File: config.mk
export PLATFORM = sky130hd
export DESIGN_NAME = sccpu_run_ctrl
export DESIGN_NICKNAME = d
export VERILOG_FILES = /design/src/rtl/sccpu_run_ctrl.sv
export SDC_FILE = /design/constraint.sdc
export NUM_CORES = 1
export LEC_CHECK = 0
export BUFFER_PORTS_ARGS = -buffer_cell sky130_fd_sc_hd__buf_4
export CAP_MARGIN = 20
export CELL_PAD_IN_SITES_DETAIL_PLACEMENT = 1
export CELL_PAD_IN_SITES_GLOBAL_PLACEMENT = 1
export CORE_ASPECT_RATIO = 1.75
export CORE_MARGIN = 5
export CORE_UTILIZATION = 34
export CTS_BUF_LIST = sky130_fd_sc_hd__clkbuf_8 sky130_fd_sc_hd__clkbuf_16
export DETAILED_ROUTE_END_ITERATION = 8
export PLACE_DENSITY = 0.89
export SLEW_MARGIN = 25
export SYNTH_ARGS = -nofsm -noshare
export SYNTH_HDL_FRONTEND = slang
export SYNTH_SLANG_ARGS = --single-unit
File: constraint.sdc
create_clock -name clk_i -period 3.3 [get_ports clk_i]
set_clock_uncertainty 0.15 [all_clocks]
set_input_delay 0.33 -clock clk_i [delete_from_list [all_inputs] [get_ports clk_i]]
set_output_delay 0.33 -clock clk_i [all_outputs]
set_load 0.01 [all_outputs]
File: src/rtl/sccpu_run_ctrl.sv
// Run/halt/step/dump controller for the single-cycle MIPS core; cpu_en is combinational from state, bp regs and pc.
// Optional breakpoint logic is built only when SCCPU_RUN_CTRL_BP_EN is defined.
module sccpu_run_ctrl #(
    parameter bit RUN_ON_RESET = 1'b1
) (
    input  logic        clk_i,
    input  logic        rst_i,
    input  logic        cmd_valid_i,
    output logic        cmd_ready_o,
    input  logic [2:0]  cmd_op_i,
    input  logic [31:0] cmd_arg_i,
    input  logic [31:0] pc_i,
    output logic        cpu_en_o,
    output logic [4:0]  reg_sel_o,
    input  logic [31:0] reg_data_i,
    output logic        dump_valid_o,
    input  logic        dump_ready_i,
    output logic [31:0] dump_data_o,
    output logic [4:0]  dump_idx_o,
    output logic        dump_last_o,
    output logic        halted_o,
    output logic        bp_hit_o,
    output logic [31:0] retired_o
);

    localparam logic [1:0] S_HALT = 2'd0;
    localparam logic [1:0] S_RUN  = 2'd1;
    localparam logic [1:0] S_STEP = 2'd2;
    localparam logic [1:0] S_DUMP = 2'd3;

    localparam logic [2:0] OP_RUN   = 3'd0;
    localparam logic [2:0] OP_HALT  = 3'd1;
    localparam logic [2:0] OP_STEP  = 3'd2;
    localparam logic [2:0] OP_DUMP  = 3'd3;
    localparam logic [2:0] OP_SETBP = 3'd4;
    localparam logic [2:0] OP_CLRBP = 3'd5;

    logic [1:0]  state_q, state_d;
    logic [31:0] step_cnt_q, step_cnt_d;
    logic [4:0]  reg_sel_q, reg_sel_d;
    logic [31:0] retired_q, retired_d;
    logic        accept;
    logic        active;
    logic        bp_match;
    logic        bp_hit_set;

    assign active      = (state_q == S_RUN) || (state_q == S_STEP);
    assign cmd_ready_o = (state_q != S_DUMP);
    assign accept      = cmd_valid_i && cmd_ready_o;

`ifdef SCCPU_RUN_CTRL_BP_EN
    logic [31:0] bp_addr_q, bp_addr_d;
    logic        bp_arm_q, bp_arm_d;
    logic        skip_q, skip_d;
    logic        bp_hit_q, bp_hit_d;

    // skip lets the instruction we stopped on execute once after resuming
    assign bp_match = active && bp_arm_q && (pc_i == bp_addr_q) && !skip_q;
    assign bp_hit_o = bp_hit_q;

    always_comb begin
        bp_addr_d = bp_addr_q;
        bp_arm_d  = bp_arm_q;
        skip_d    = skip_q;
        bp_hit_d  = bp_hit_q;
        if (accept) begin
            bp_hit_d = 1'b0;
            if (cmd_op_i == OP_SETBP) begin
                bp_addr_d = cmd_arg_i;
                bp_arm_d  = 1'b1;
            end else if (cmd_op_i == OP_CLRBP) begin
                bp_arm_d = 1'b0;
            end
        end
        if (active) begin
            skip_d = 1'b0;
        end else if (state_q == S_HALT && accept &&
                     (cmd_op_i == OP_RUN || cmd_op_i == OP_STEP)) begin
            skip_d = 1'b1;
        end
        if (bp_hit_set) begin
            bp_hit_d = 1'b1;
        end
    end

    always_ff @(posedge clk_i) begin
        if (rst_i) begin
            bp_addr_q <= 32'd0;
            bp_arm_q  <= 1'b0;
            skip_q    <= 1'b0;
            bp_hit_q  <= 1'b0;
        end else begin
            bp_addr_q <= bp_addr_d;
            bp_arm_q  <= bp_arm_d;
            skip_q    <= skip_d;
            bp_hit_q  <= bp_hit_d;
        end
    end
`else
    logic unused_pc;
    assign unused_pc = ^pc_i;
    assign bp_match  = 1'b0;
    assign bp_hit_o  = 1'b0;
`endif

    assign cpu_en_o     = active && !bp_match;
    assign halted_o     = (state_q == S_HALT);
    assign dump_valid_o = (state_q == S_DUMP);
    assign dump_last_o  = (state_q == S_DUMP) && (reg_sel_q == 5'd31);
    assign reg_sel_o    = reg_sel_q;
    assign dump_idx_o   = reg_sel_q;
    assign dump_data_o  = reg_data_i;
    assign retired_o    = retired_q;
    assign retired_d    = retired_q + {31'd0, cpu_en_o};

    always_comb begin
        state_d    = state_q;
        step_cnt_d = step_cnt_q;
        reg_sel_d  = reg_sel_q;
        bp_hit_set = 1'b0;
        case (state_q)
            S_HALT: begin
                if (accept) begin
                    case (cmd_op_i)
                        OP_RUN:  state_d = S_RUN;
                        OP_STEP: begin
                            state_d    = S_STEP;
                            step_cnt_d = (cmd_arg_i == 32'd0) ? 32'd1 : cmd_arg_i;
                        end
                        OP_DUMP: begin
                            state_d   = S_DUMP;
                            reg_sel_d = 5'd0;
                        end
                        default: state_d = S_HALT;
                    endcase
                end
            end
            S_RUN, S_STEP: begin
                if (bp_match) begin
                    state_d    = S_HALT;
                    bp_hit_set = 1'b1;
                end else if (accept && cmd_op_i == OP_HALT) begin
                    state_d = S_HALT;
                end else if (state_q == S_STEP && cpu_en_o) begin
                    if (step_cnt_q == 32'd1) begin
                        state_d = S_HALT;
                    end else begin
                        step_cnt_d = step_cnt_q - 32'd1;
                    end
                end
            end
            default: begin
                if (dump_ready_i) begin
                    if (reg_sel_q == 5'd31) begin
                        state_d   = S_HALT;
                        reg_sel_d = 5'd0;
                    end else begin
                        reg_sel_d = reg_sel_q + 5'd1;
                    end
                end
            end
        endcase
    end

    always_ff @(posedge clk_i) begin
        if (rst_i) begin
            state_q    <= RUN_ON_RESET ? S_RUN : S_HALT;
            step_cnt_q <= 32'd0;
            reg_sel_q  <= 5'd0;
            retired_q  <= 32'd0;
        end else begin
            state_q    <= state_d;
            step_cnt_q <= step_cnt_d;
            reg_sel_q  <= reg_sel_d;
            retired_q  <= retired_d;
        end
    end

endmodule

==> results of run 1 <==
[flip-flops by register name, summed over array words and instances, names as in the netlist]
name	cells
retired_o	32
dump_idx_o	5
state_q	2
step_cnt_q	32
[synth_stat cells (3+ instances only)]
library cell  instances
a21o_1                9
a21oi_1              51
a22oi_1               5
a31oi_1               4
and2_1                3
and3_1                7
and4_1                4
buf_2                 3
buf_4                40
clkbuf_1             19
dfxtp_1              71
ha_1                 11
inv_1                10
mux2i_1               4
nand2_1              38
nand2b_1             12
nand3_1              21
nand3b_1              3
nand4_1              11
nor2_1               61
nor2b_1              13
nor3_1               26
nor3b_1               3
nor4_1               20
o21ai_0              31
o21ai_1               5
o32ai_1               5
or3_1                 4
xnor2_1               6
xor2_1               23
[final cells by class]
cell class | instances | share of cell area
multi-input combinational | 408 | 0.472
sequential | 71 | 0.276
timing repair buffer | 97 | 0.146
clock buffer | 10 | 0.0464
tap | 168 | 0.0408
clock inverter | 5 | 0.0114
inverter | 10 | 0.00728
[per-layer routing]
metal | vias up | part of all wire | GRT usage
met5 | - | 0 | 0
met4 | 0 | 0.034 | 0.0940
met3 | 37 | 0.061 | 0.0516
met2 | 106 | 0.55 | 0.337
met1 | 2038 | 0.36 | 0.185
li1 | 2010 | - | -
[final timing paths]
path | endpoint
setup / recovery | step_cnt_q[29]$_SDFFE_PP0P_
hold reg to reg | step_cnt_q[14]$_SDFFE_PP0P_
setup reg to reg | step_cnt_q[29]$_SDFFE_PP0P_
hold / removal | step_cnt_q[11]$_SDFFE_PP0P_
[layout by cell type (no fill, tap or decap), drive strengths merged, types with 11 or more instances in the layout]
master | netlist | final
a21oi | 51 | 51
buf | 46 | 97
dfxtp | 71 | 71
ha | 11 | 11
nand2 | 38 | 38
nand2b | 12 | 12
nand3 | 21 | 21
nand4 | 11 | 11
nor2 | 61 | 61
nor2b | 13 | 13
nor3 | 27 | 27
nor4 | 21 | 21
o21ai | 38 | 38
xor2 | 23 | 23
[kinds of logic after synthesis]
group / after synthesis / synth area share
flip-flops: 71 / 0.331
multiplexers: 5 / 0.0119
AO/OA/AOI/OAI: 127 / 0.179
adder cells (fa/ha/maj): 11 / 0.0320
XOR/XNOR: 29 / 0.0591
other: 1 / 0.000873
buffers and inverters: 75 / 0.105
AND/OR/NAND/NOR: 235 / 0.281
[power groups by stage]
stage / registers (mW) / clock network [mW] / logic, mW
2_1_floorplan: 1.21 / 0 / 2.96
3_3_place_gp: 1.26 / 0 / 3.92
3_5_place_dp: 1.28 / 0 / 4.14
4_1_cts: 1.26 / 0.998 / 4.23
5_1_grt: 1.30 / 1.05 / 4.71
6_report: 1.27 / 0.984 / 4.25
[worst max-delay path, delay by kind of cell (launching register included)]
kind,cells,cell delay [ps]
and+or+nand+nor,2,840
AOI/OAI and AO/OA,2,320
DFF,1,390
adders and majority gates,1,390
buffers and inverters,3,770
==> key figures, run 1 <==
Yosys
  • Yosys warnings: 0
  • EDFF count, synth: 0
  • Synth unique cells: 55
  • Post-synthesis sequential area ratio: 0.331
  • Avg Cell Area, Syn: just under 8 um^2
  • Syn_nets: approximately 670
  • Yosys top cell area share: 0.331
  • Flops & latches, synth: approximately 70
  • Post-synth top flop: dfxtp_1
  • Post-Syn Area: about 4300 um^2
  • Synth area leader: dfxtp_1
  • FFs w/ async S/R, synth: 0
  • Synth top area cells: dfxtp_1, buf_4, a21oi_1
  • Post-Syn Instances: 554

GRT
  • Vias in the first global route: about 4500
  • First-pass GRT wire length: about 22000 um
  • GRT Overall Usage: 0.185
  • Initial antenna violation count: 0
  • Largest net degree at the start of global routing: 81
  • Remaining global-route overflow: 0

Critical path
  • Crit Path Max Fanout: 33
  • Worst setup path category: flop to flop
  • Reg2reg start: state_q[0]$_SDFFE_PP1P_
  • Critical path launch point: state_q[0]$_SDFFE_PP1P_
  • CP Launch Type: flop
  • Worst EP required: 3410 ps
  • Slowest stage cell on the critical path: nor3_1
  • Internal reg-to-reg setup slack: approximately 360 ps
  • Most common cell on crit path: inv_1
  • CP arrival: slightly above 3000 ps
  • Max stage delay on crit path: 670 ps
  • CP Cell Sequence: inv_1, ha_1, buf_4, inv_1, nor3_1, nand4b_1, a21o_1, a21oi_1
  • R2r worst-path depth: 8
  • Worst setup EP type: flop

Hold path
  • Hold depth: 3
  • Worst Hold Class: primary input to flop
  • Hold Startpoint: cmd_arg_i[11]

Floorplan
  • FP Rows: 54
  • # IOs: approximately 180
  • Die Footprint: between 15000 and 20000 um^2
  • Core area: approximately 12000 um^2
  • Die span in x: ~95 um
  • Vert. Die Dim: between 150 and 200 um
  • Starting density of the core: 0.346

Routing
  • Via count: roughly 4200
  • WL per Instance: about 18 um
  • TritonRoute pass-1 iters: 4
  • Routed Antenna Nets: 0
  • DRC viols: 0
  • Iter 0 DRT Violations: about 170
  • Final wirelength: 13700 um
  • Vias per cell: between 5 and 6

Pwr
  • Peak supply drop: around 0.4 mV
  • Power Internal: between 3 and 4 mW
  • Sequential Power Share: 0.196
  • Clock power share: 0.151
  • Psw: roughly 3.2 mW
  • Leakage Power: between 2 and 2.5 nW
  • Tot Pwr: 6.50 mW
  • Combinational group share of total power: 0.653
  • Pwr Density: 1260 nW/um^2
  • Sw frac: 0.486

STA
  • Final period utilization: 0.891
  • RSZ-0062 raised after global routing: no
  • Fin Setup TNS: 0 ps
  • Tightest Pin Transition: a little under 900 ps
  • Worst Hold Slack: 201 ps
  • Slew Viols, Final: 0
  • Fmax: 340 MHz
  • Crit path time final: between 2000 and 3000 ps
  • Fin. Hold Viols: 0
  • Slew headroom: 0.419
  • Fin worst setup slack: around 360 ps
  • Setup violation total in the final timing report: 0

Clock network
  • CTS buffer count: 9
  • CTS tree: done
  • Root buf cell: clkbuf_16
  • Reg clk slew, reported paths: roughly 60 ps
  • Hold buffers post-CTS: 0
  • Post-CTS Resized: 0
  • H-tree levels: 3
  • Post-CTS setup buffers: 0
  • Worst-Skew Late Latency: 340 ps
  • Clock Tree Buf Depth: 2
  • Sink Count: 71

Place
  • Pre-CTS WS: about 220 ps
  • Hpwl dp: about 10000 um
  • Post-DP Area: 4850 um^2
  • Placed insts: between 700 and 800
  • Number of port buffers: 85
  • RePlAce Congestion: around 0.85

Layout
  • Area of the multi-input gates: approximately 2400 um^2
  • Final instance area: between 5000 and 6000 um^2
  • Nets: ~710
  • Syn-to-layout area delta: 19.9%
  • Register area: ~1400 um^2
  • Non-filler cells, final: 769
  • Final Util: 0.415
  • Layout cells sized above 1: 0.205
  • Diodes inserted: 0
  • # fillers: 1547

Job
  • MaxCap Viol Count: 0

Outcome
  • Outcome: finished clean
No activity file was read; power rests on OpenSTA's default activity.
==> run 2: changes to the inputs <==
CELL_PAD_IN_SITES_DETAIL_PLACEMENT = not set   (was 1)
CELL_PAD_IN_SITES_GLOBAL_PLACEMENT = not set   (was 1)
CORE_UTILIZATION = 44   (was 34)
PLACE_DENSITY = 0.86   (was 0.89)
REMOVE_ABC_BUFFERS = 1   (was not set)
clock period = 2.59 ns   (was 3.3 ns; I/O delays follow)
==> run 2 against run 1 <==
Die area shrank 21%. Sequential share of layout area is 1.1 points lower. Flip-flop and latch count unchanged. Utilization grew 15 points. Clock-buffer cell count decreased by 1. Clock power up 21%. Final cell count decreased by 2.6%. Hold slack worse by 86 ps. First-iteration DRC count grew 120%. Critical path type unchanged. Largest cell class unchanged.
==> key figures, run 2 (synthesis results as in run 1) <==
Layout
  • Nets: 737 (was 711)
  • Layout cells sized above 1: 0.257 (was 0.205)
  • Diodes inserted: 0 (unchanged)
  • Final instance area: 5380 um^2 (was 5150 um^2)
  • Non-filler cells, final: 749 (was 769)
  • Syn-to-layout area delta: 25.2% (was 19.9%)
  • Most frequent cells in the layout: buf_4, dfxtp_1, nor2_1, a21oi_1, nand2_1 (unchanged)
  • # fillers: 878 (was 1547)
  • Commonest non-fill, non-tap cell in the layout: buf_4 (unchanged)
  • Final Util: 0.565 (was 0.415)

Floorplan
  • # IOs: 183 (unchanged)
  • Die Footprint: 11900 um^2 (was 15100 um^2)
  • Vert. Die Dim: 141 um (was 159 um)
  • FP Rows: 47 (was 54)
  • Die span in x: 84.7 um (was 95.0 um)
  • Core area: 9530 um^2 (was 12400 um^2)
  • Starting density of the core: 0.451 (was 0.346)

Place
  • Post-DP Area: 4950 um^2 (was 4850 um^2)
  • Pre-CTS WS: -110 ps (was 220 ps)
  • Hpwl dp: 10700 um (was 9990 um)
  • Placed insts: 729 (was 754)
  • RePlAce Congestion: 0.923 (was 0.845)
  • Number of port buffers: 85 (unchanged)

Critical path
  • Crit Path Max Fanout: 8 (was 33)
  • Max stage delay on crit path: 510 ps (was 670 ps)
  • Worst setup EP type: flop (unchanged)
  • Worst setup path category: flop to flop (unchanged)
  • CP endpoint: step_cnt_q[16]$_SDFFE_PP0P_ (was step_cnt_q[29]$_SDFFE_PP0P_)
  • CP Cell Sequence: inv_2, ha_4, nand3b_4, or4b_4, a221o_1, buf_4, a31oi_4, clkbuf_16, nand2b_1, a21oi_1 (was inv_1, ha_1, buf_4, inv_1, nor3_1, nand4b_1, a21o_1, a21oi_1)
  • Worst EP required: 2700 ps (was 3410 ps)
  • Slowest stage cell on the critical path: or4b_4 (was nor3_1)
  • Internal reg-to-reg setup slack: 70 ps (was 360 ps)
  • Reg2reg start: state_q[1]$_SDFFE_PP0P_ (was state_q[0]$_SDFFE_PP1P_)
  • CP Launch Type: flop (unchanged)
  • Worst reg2reg path endpoint: step_cnt_q[16]$_SDFFE_PP0P_ (was step_cnt_q[29]$_SDFFE_PP0P_)
  • R2r worst-path depth: 10 (was 8)
  • Critical path launch point: state_q[1]$_SDFFE_PP0P_ (was state_q[0]$_SDFFE_PP1P_)
  • CP arrival: 2630 ps (was 3050 ps)

Routing
  • DRC viols: 0 (unchanged)
  • Vias per cell: 5.90 (was 5.45)
  • TritonRoute pass-1 iters: 6 (was 4)
  • WL per Instance: 19.3 um (was 17.9 um)
  • Routed Antenna Nets: 0 (unchanged)
  • Iter 0 DRT Violations: 375 (was 174)
  • Via count: 4420 (was 4191)
  • Final wirelength: 14400 um (was 13700 um)

GRT
  • Vias in the first global route: 4348 (was 4527)
  • Largest net degree at the start of global routing: 58 (was 81)
  • Initial antenna violation count: 0 (unchanged)
  • First-pass GRT wire length: 21700 um (was 22400 um)
  • Remaining global-route overflow: 0 (unchanged)
  • GRT Overall Usage: 0.230 (was 0.185)

Pwr
  • Sequential Power Share: 0.186 (was 0.196)
  • Leakage Power: 2.22 nW (was 2.05 nW)
  • Pwr Density: 1610 nW/um^2 (was 1260 nW/um^2)
  • Combinational group share of total power: 0.677 (was 0.653)
  • Sw frac: 0.464 (was 0.486)
  • Psw: 4.02 mW (was 3.16 mW)
  • Tot Pwr: 8.66 mW (was 6.50 mW)
  • Power Internal: 4.65 mW (was 3.34 mW)
  • Peak supply drop: 0.773 mV (was 0.408 mV)
  • Clock power share: 0.137 (was 0.151)

STA
  • Fin Setup TNS: 0 ps (unchanged)
  • Fin worst setup slack: 66.6 ps (was 360 ps)
  • Fin. Hold Viols: 0 (unchanged)
  • Crit path time final: 2520 ps (was 2940 ps)
  • Fmax: 396 MHz (was 340 MHz)
  • Slew Viols, Final: 0 (unchanged)
  • Slew headroom: 0.599 (was 0.419)
  • Final period utilization: 0.974 (was 0.891)
  • Tightest Pin Transition: 602 ps (was 871 ps)
  • Worst Hold Slack: 115 ps (was 201 ps)
  • Setup violation total in the final timing report: 0 (unchanged)
  • RSZ-0062 raised after global routing: no (unchanged)

Clock network
  • Root buf cell: clkbuf_16 (unchanged)
  • Sink Count: 71 (unchanged)
  • CTS buffer count: 9 (unchanged)
  • Reg clk slew, reported paths: 60 ps (about the same)
  • CTS tree: done (unchanged)
  • Worst-Skew Late Latency: 330 ps (was 340 ps)
  • Clock Tree Buf Depth: 2 (unchanged)
  • H-tree levels: 3 (unchanged)

Hold path
  • Worst Hold Class: primary input to flop (unchanged)

Outcome
  • Outcome: finished clean (unchanged)

Job
  • MaxCap Viol Count: 0 (unchanged)
## run 2: worst min path at each step
stage | depth (start not counted) | startpoint | slack [ps] | endpoint
floorplan | 1 | rst_i | 170 | step_cnt_q[1]$_SDFFE_PP0P_
detailed placement | 2 | step_cnt_q[19]$_SDFFE_PP0P_ | 320 | step_cnt_q[19]$_SDFFE_PP0P_
global route | 3 | cmd_arg_i[0] | 130 | step_cnt_q[0]$_SDFFE_PP0P_
global placement | 2 | step_cnt_q[19]$_SDFFE_PP0P_ | 320 | step_cnt_q[19]$_SDFFE_PP0P_
finish | 3 | cmd_arg_i[11] | 110 | step_cnt_q[11]$_SDFFE_PP0P_
CTS | 3 | cmd_arg_i[11] | 110 | step_cnt_q[11]$_SDFFE_PP0P_
## run 2: repair_timing
item                                    in CTS  in global routing
endpoints found under the setup margin       7                 42
setup buffers                                0                  2
resized for setup                            3                 17
pin swaps                                    2                  4
hold buffers                                 0                  0
cloned                                       0                  3
## run 2: cell type report
class / count / area, um^2 / share of cell area
Multi-Input combinational cell: 408 / 2500 / 0.465
Inverter: 10 / 37.5 / 0.00698
Clock inverter: 6 / 53.8 / 0.0100
Timing Repair Buffer: 123 / 987 / 0.184
Tap cell: 122 / 153 / 0.0284
Clock buffer: 9 / 225 / 0.0419
Sequential cell: 71 / 1420 / 0.264
## run 2: critical path, delay by kind of cell (launching register included)
family                     cells  cell delay [ps]
AOI/OAI and AO/OA              3              720
adders and majority gates      1              150
buffers and inverters          3              450
DFF                            1              320
and+or+nand+nor                3              670
## run 2: power by group through the flow
stage | logic, mW | clock network, mW | registers [mW]
after floorplan | 3.57 | 0 | 1.56
after global placement | 5.30 | 0 | 1.59
after detailed placement | 5.48 | 0 | 1.61
after CTS | 5.54 | 1.20 | 1.59
after global routing | 6.44 | 1.25 | 1.64
final | 5.87 | 1.19 | 1.61
## run 2: metal layers
| metal | global-route usage | vias up | share of wire |
|---|---|---|---|
| met4 | 0.100 | 2 | 0.034 |
| met2 | 0.378 | 223 | 0.48 |
| li1 | - | 2075 | - |
| met5 | 0.0390 | - | 0.0045 |
| met1 | 0.222 | 2074 | 0.34 |
| met3 | 0.149 | 46 | 0.14 |
==> run 3: changes to the inputs <==
CORE_MARGIN = not set   (was 5)
==> run 3 against run 2 <==
Flip-flop and latch count unchanged. Clock power grew 13%. Fmax down 3.5%. Highest routed layer unchanged. Largest cell class unchanged. The run now ends with setup timing left. Global-route usage up 4.8 points.
==> key figures, run 3 (synthesis results as in run 1) <==
Clock network
  • CTS tree: done (unchanged)
  • Reg clk slew, reported paths: 60 ps (about the same)
  • Worst-Skew Late Latency: 340 ps (was 330 ps)
  • CTS buffer count: 9 (unchanged)
  • H-tree levels: 3 (unchanged)
  • Hold buffers post-CTS: 0 (unchanged)
  • Clock Tree Buf Depth: 2 (unchanged)
  • Sink Count: 71 (unchanged)
  • Root buf cell: clkbuf_16 (unchanged)

STA
  • Fmax: 382 MHz (was 396 MHz)
  • Crit path time final: 2610 ps (was 2520 ps)
  • Final period utilization: 1.01 (was 0.974)
  • RSZ-0062 raised after global routing: yes (was no)
  • Worst Hold Slack: 116 ps (was 115 ps)
  • Fin worst setup slack: -24.7 ps (was 66.6 ps)
  • Tightest Pin Transition: 853 ps (was 602 ps)
  • Fin. Hold Viols: 0 (unchanged)
  • Slew headroom: 0.431 (was 0.599)
  • Setup violation total in the final timing report: 3 (was 0)
  • Slew Viols, Final: 0 (unchanged)

Routing
  • Routed Antenna Nets: 0 (unchanged)
  • Iter 0 DRT Violations: 420 (was 375)
  • Wl on met1: 4350 um (was 4870 um)
  • Final wirelength: 14600 um (was 14400 um)
  • Met3 WL: 2220 um (was 2070 um)
  • WL per Instance: 19.3 um (about the same)
  • Via count: 4558 (was 4420)
  • DRC viols: 0 (unchanged)
  • TritonRoute pass-1 iters: 7 (was 6)
  • Met2 Wirelength: 7120 um (was 6930 um)
  • Uppermost layer routed: met5 (unchanged)
  • Vias per cell: 6.04 (was 5.90)

Floorplan
  • Starting density of the core: 0.454 (was 0.451)
  • # IOs: 183 (unchanged)
  • Core area: 9470 um^2 (was 9530 um^2)
  • FP Rows: 47 (unchanged)
  • Vert. Die Dim: 133 um (was 141 um)
  • Die span in x: 76.7 um (was 84.7 um)
  • Die Footprint: 10200 um^2 (was 11900 um^2)

Place
  • Hpwl dp: 10300 um (was 10700 um)
  • Number of port buffers: 85 (unchanged)
  • Placed insts: 733 (was 729)
  • RePlAce Congestion: 0.903 (was 0.923)
  • Post-DP Area: 4990 um^2 (was 4950 um^2)

Layout
  • Syn-to-layout area delta: 29.0% (was 25.2%)
  • Nets: 742 (was 737)
  • Register area: 1420 um^2 (unchanged)
  • Non-filler cells, final: 755 (was 749)
  • # fillers: 790 (was 878)
  • Final instance area: 5540 um^2 (was 5380 um^2)
  • Area of the multi-input gates: 2550 um^2 (was 2500 um^2)
  • Commonest non-fill, non-tap cell in the layout: buf_4 (unchanged)
  • Layout cells sized above 1: 0.273 (was 0.257)
  • Most frequent cells in the layout: buf_4, dfxtp_1, nor2_1, a21oi_1, nand2_1 (unchanged)
  • Diodes inserted: 0 (unchanged)

Pwr
  • Pwr Density: 1690 nW/um^2 (was 1610 nW/um^2)
  • Peak supply drop: 0.916 mV (was 0.773 mV)
  • Leakage Power: 2.28 nW (was 2.22 nW)

GRT
  • Vias in the first global route: 4301 (was 4348)
  • Remaining global-route overflow: 0 (unchanged)
  • Initial antenna violation count: 0 (unchanged)
  • GRT Overall Usage: 0.278 (was 0.230)
  • Largest net degree at the start of global routing: 81 (was 58)
  • First-pass GRT wire length: 21900 um (was 21700 um)

Critical path
  • Reg2reg start: state_q[0]$_SDFFE_PP1P_ (was state_q[1]$_SDFFE_PP0P_)
  • Slowest stage cell on the critical path: or4b_1 (was or4b_4)
  • CP arrival: 2650 ps (was 2630 ps)
  • Buffers & Inverters on Critical Path: 2 (was 3)
  • Critical path launch point: state_q[0]$_SDFFE_PP1P_ (was state_q[1]$_SDFFE_PP0P_)
  • Worst setup EP type: flop (unchanged)
  • CP delay by family, top: compound AO/OA/AOI/OAI gates (unchanged)
  • Internal reg-to-reg setup slack: -20 ps (was 70 ps)
  • Max stage delay on crit path: 520 ps (was 510 ps)
  • Worst EP required: 2620 ps (was 2700 ps)
  • CP Cell Sequence: inv_2, ha_4, nand3b_4, or4b_1, a221o_1, a31o_4, buf_12, a211oi_2, a211oi_2 (was inv_2, ha_4, nand3b_4, or4b_4, a221o_1, buf_4, a31oi_4, clkbuf_16, nand2b_1, a21oi_1)
  • Most common cell on crit path: a211oi_2
  • CP Launch Type: flop (unchanged)
  • Crit Path Max Fanout: 12 (was 8)
  • Worst setup path category: flop to flop (unchanged)

Job
  • MaxCap Viol Count: 0 (unchanged)

Outcome
  • Outcome: complete, but fails checks (was finished clean)
  • Violated checks: setup timing

Hold path
  • Worst Hold Class: primary input to flop (unchanged)
  • Hold Startpoint: cmd_arg_i[11] (unchanged)
[run 3: power breakdown]
group	internal [mW]	switching (mW)	total [mW]
Sequential	1.34	0.287	1.63
Combinational	2.70	3.70	6.40
Clock	0.865	0.474	1.34
Total	4.90	4.46	9.36
[run 3: worst register-to-register path: cells and delay by family, from the launching register on]
| kind | cells | cell delay [ps] |
|---|---|---|
| AOI/OAI and AO/OA | 4 | 1000 |
| DFF | 1 | 320 |
| buffers and inverters | 2 | 240 |
| adders and majority gates | 1 | 150 |
| and+or+nand+nor | 2 | 590 |
[run 3: what timing repair did]
action                                  4_1_cts  5_1_grt
cloned                                        1        2
endpoints found under the setup margin       12       39
pin swaps                                     2        7
buffers inserted                              2        1
gates resized for setup                       5       40
[run 3: worst paths after layout]
kind | to | depth (start not counted)
setup reg to reg | step_cnt_q[1]$_SDFFE_PP0P_ | 9
hold reg to reg | step_cnt_q[7]$_SDFFE_PP0P_ | 2
hold / removal | step_cnt_q[11]$_SDFFE_PP0P_ | 3
setup / recovery | step_cnt_q[1]$_SDFFE_PP0P_ | 9
[run 3: through the flow]
| stage | utilization | total power, mW | setup slack [ps] | setup TNS [ps] |
|---|---|---|---|---|
| after floorplan | - | 5.13 | -620 | -21340 |
| after global placement | 0.527 | 6.92 | 0.0728 | 0 |
| after detailed placement | 0.527 | 7.14 | -94.7 | -183 |
| after CTS | 0.567 | 8.65 | -7.27 | -12.8 |
| after global routing | 0.586 | 9.99 | -136 | -1130 |
| final | 0.586 | 9.36 | -24.7 | -42.0 |
[run 3: final cells by class]
class,instances,share of cell area
timing repair buffer,128,0.191
clock inverter,6,0.0153
clock buffer,10,0.0431
inverter,10,0.00677
sequential,71,0.257
multi-input combinational,408,0.459
tap,122,0.0275
[run 3: metal layers]
metal  global-route usage  vias up
met5               0.0250        -
met4                0.152        2
met3                0.175       72
met2                0.479      307
met1                0.242     2086
li1                     -     2091
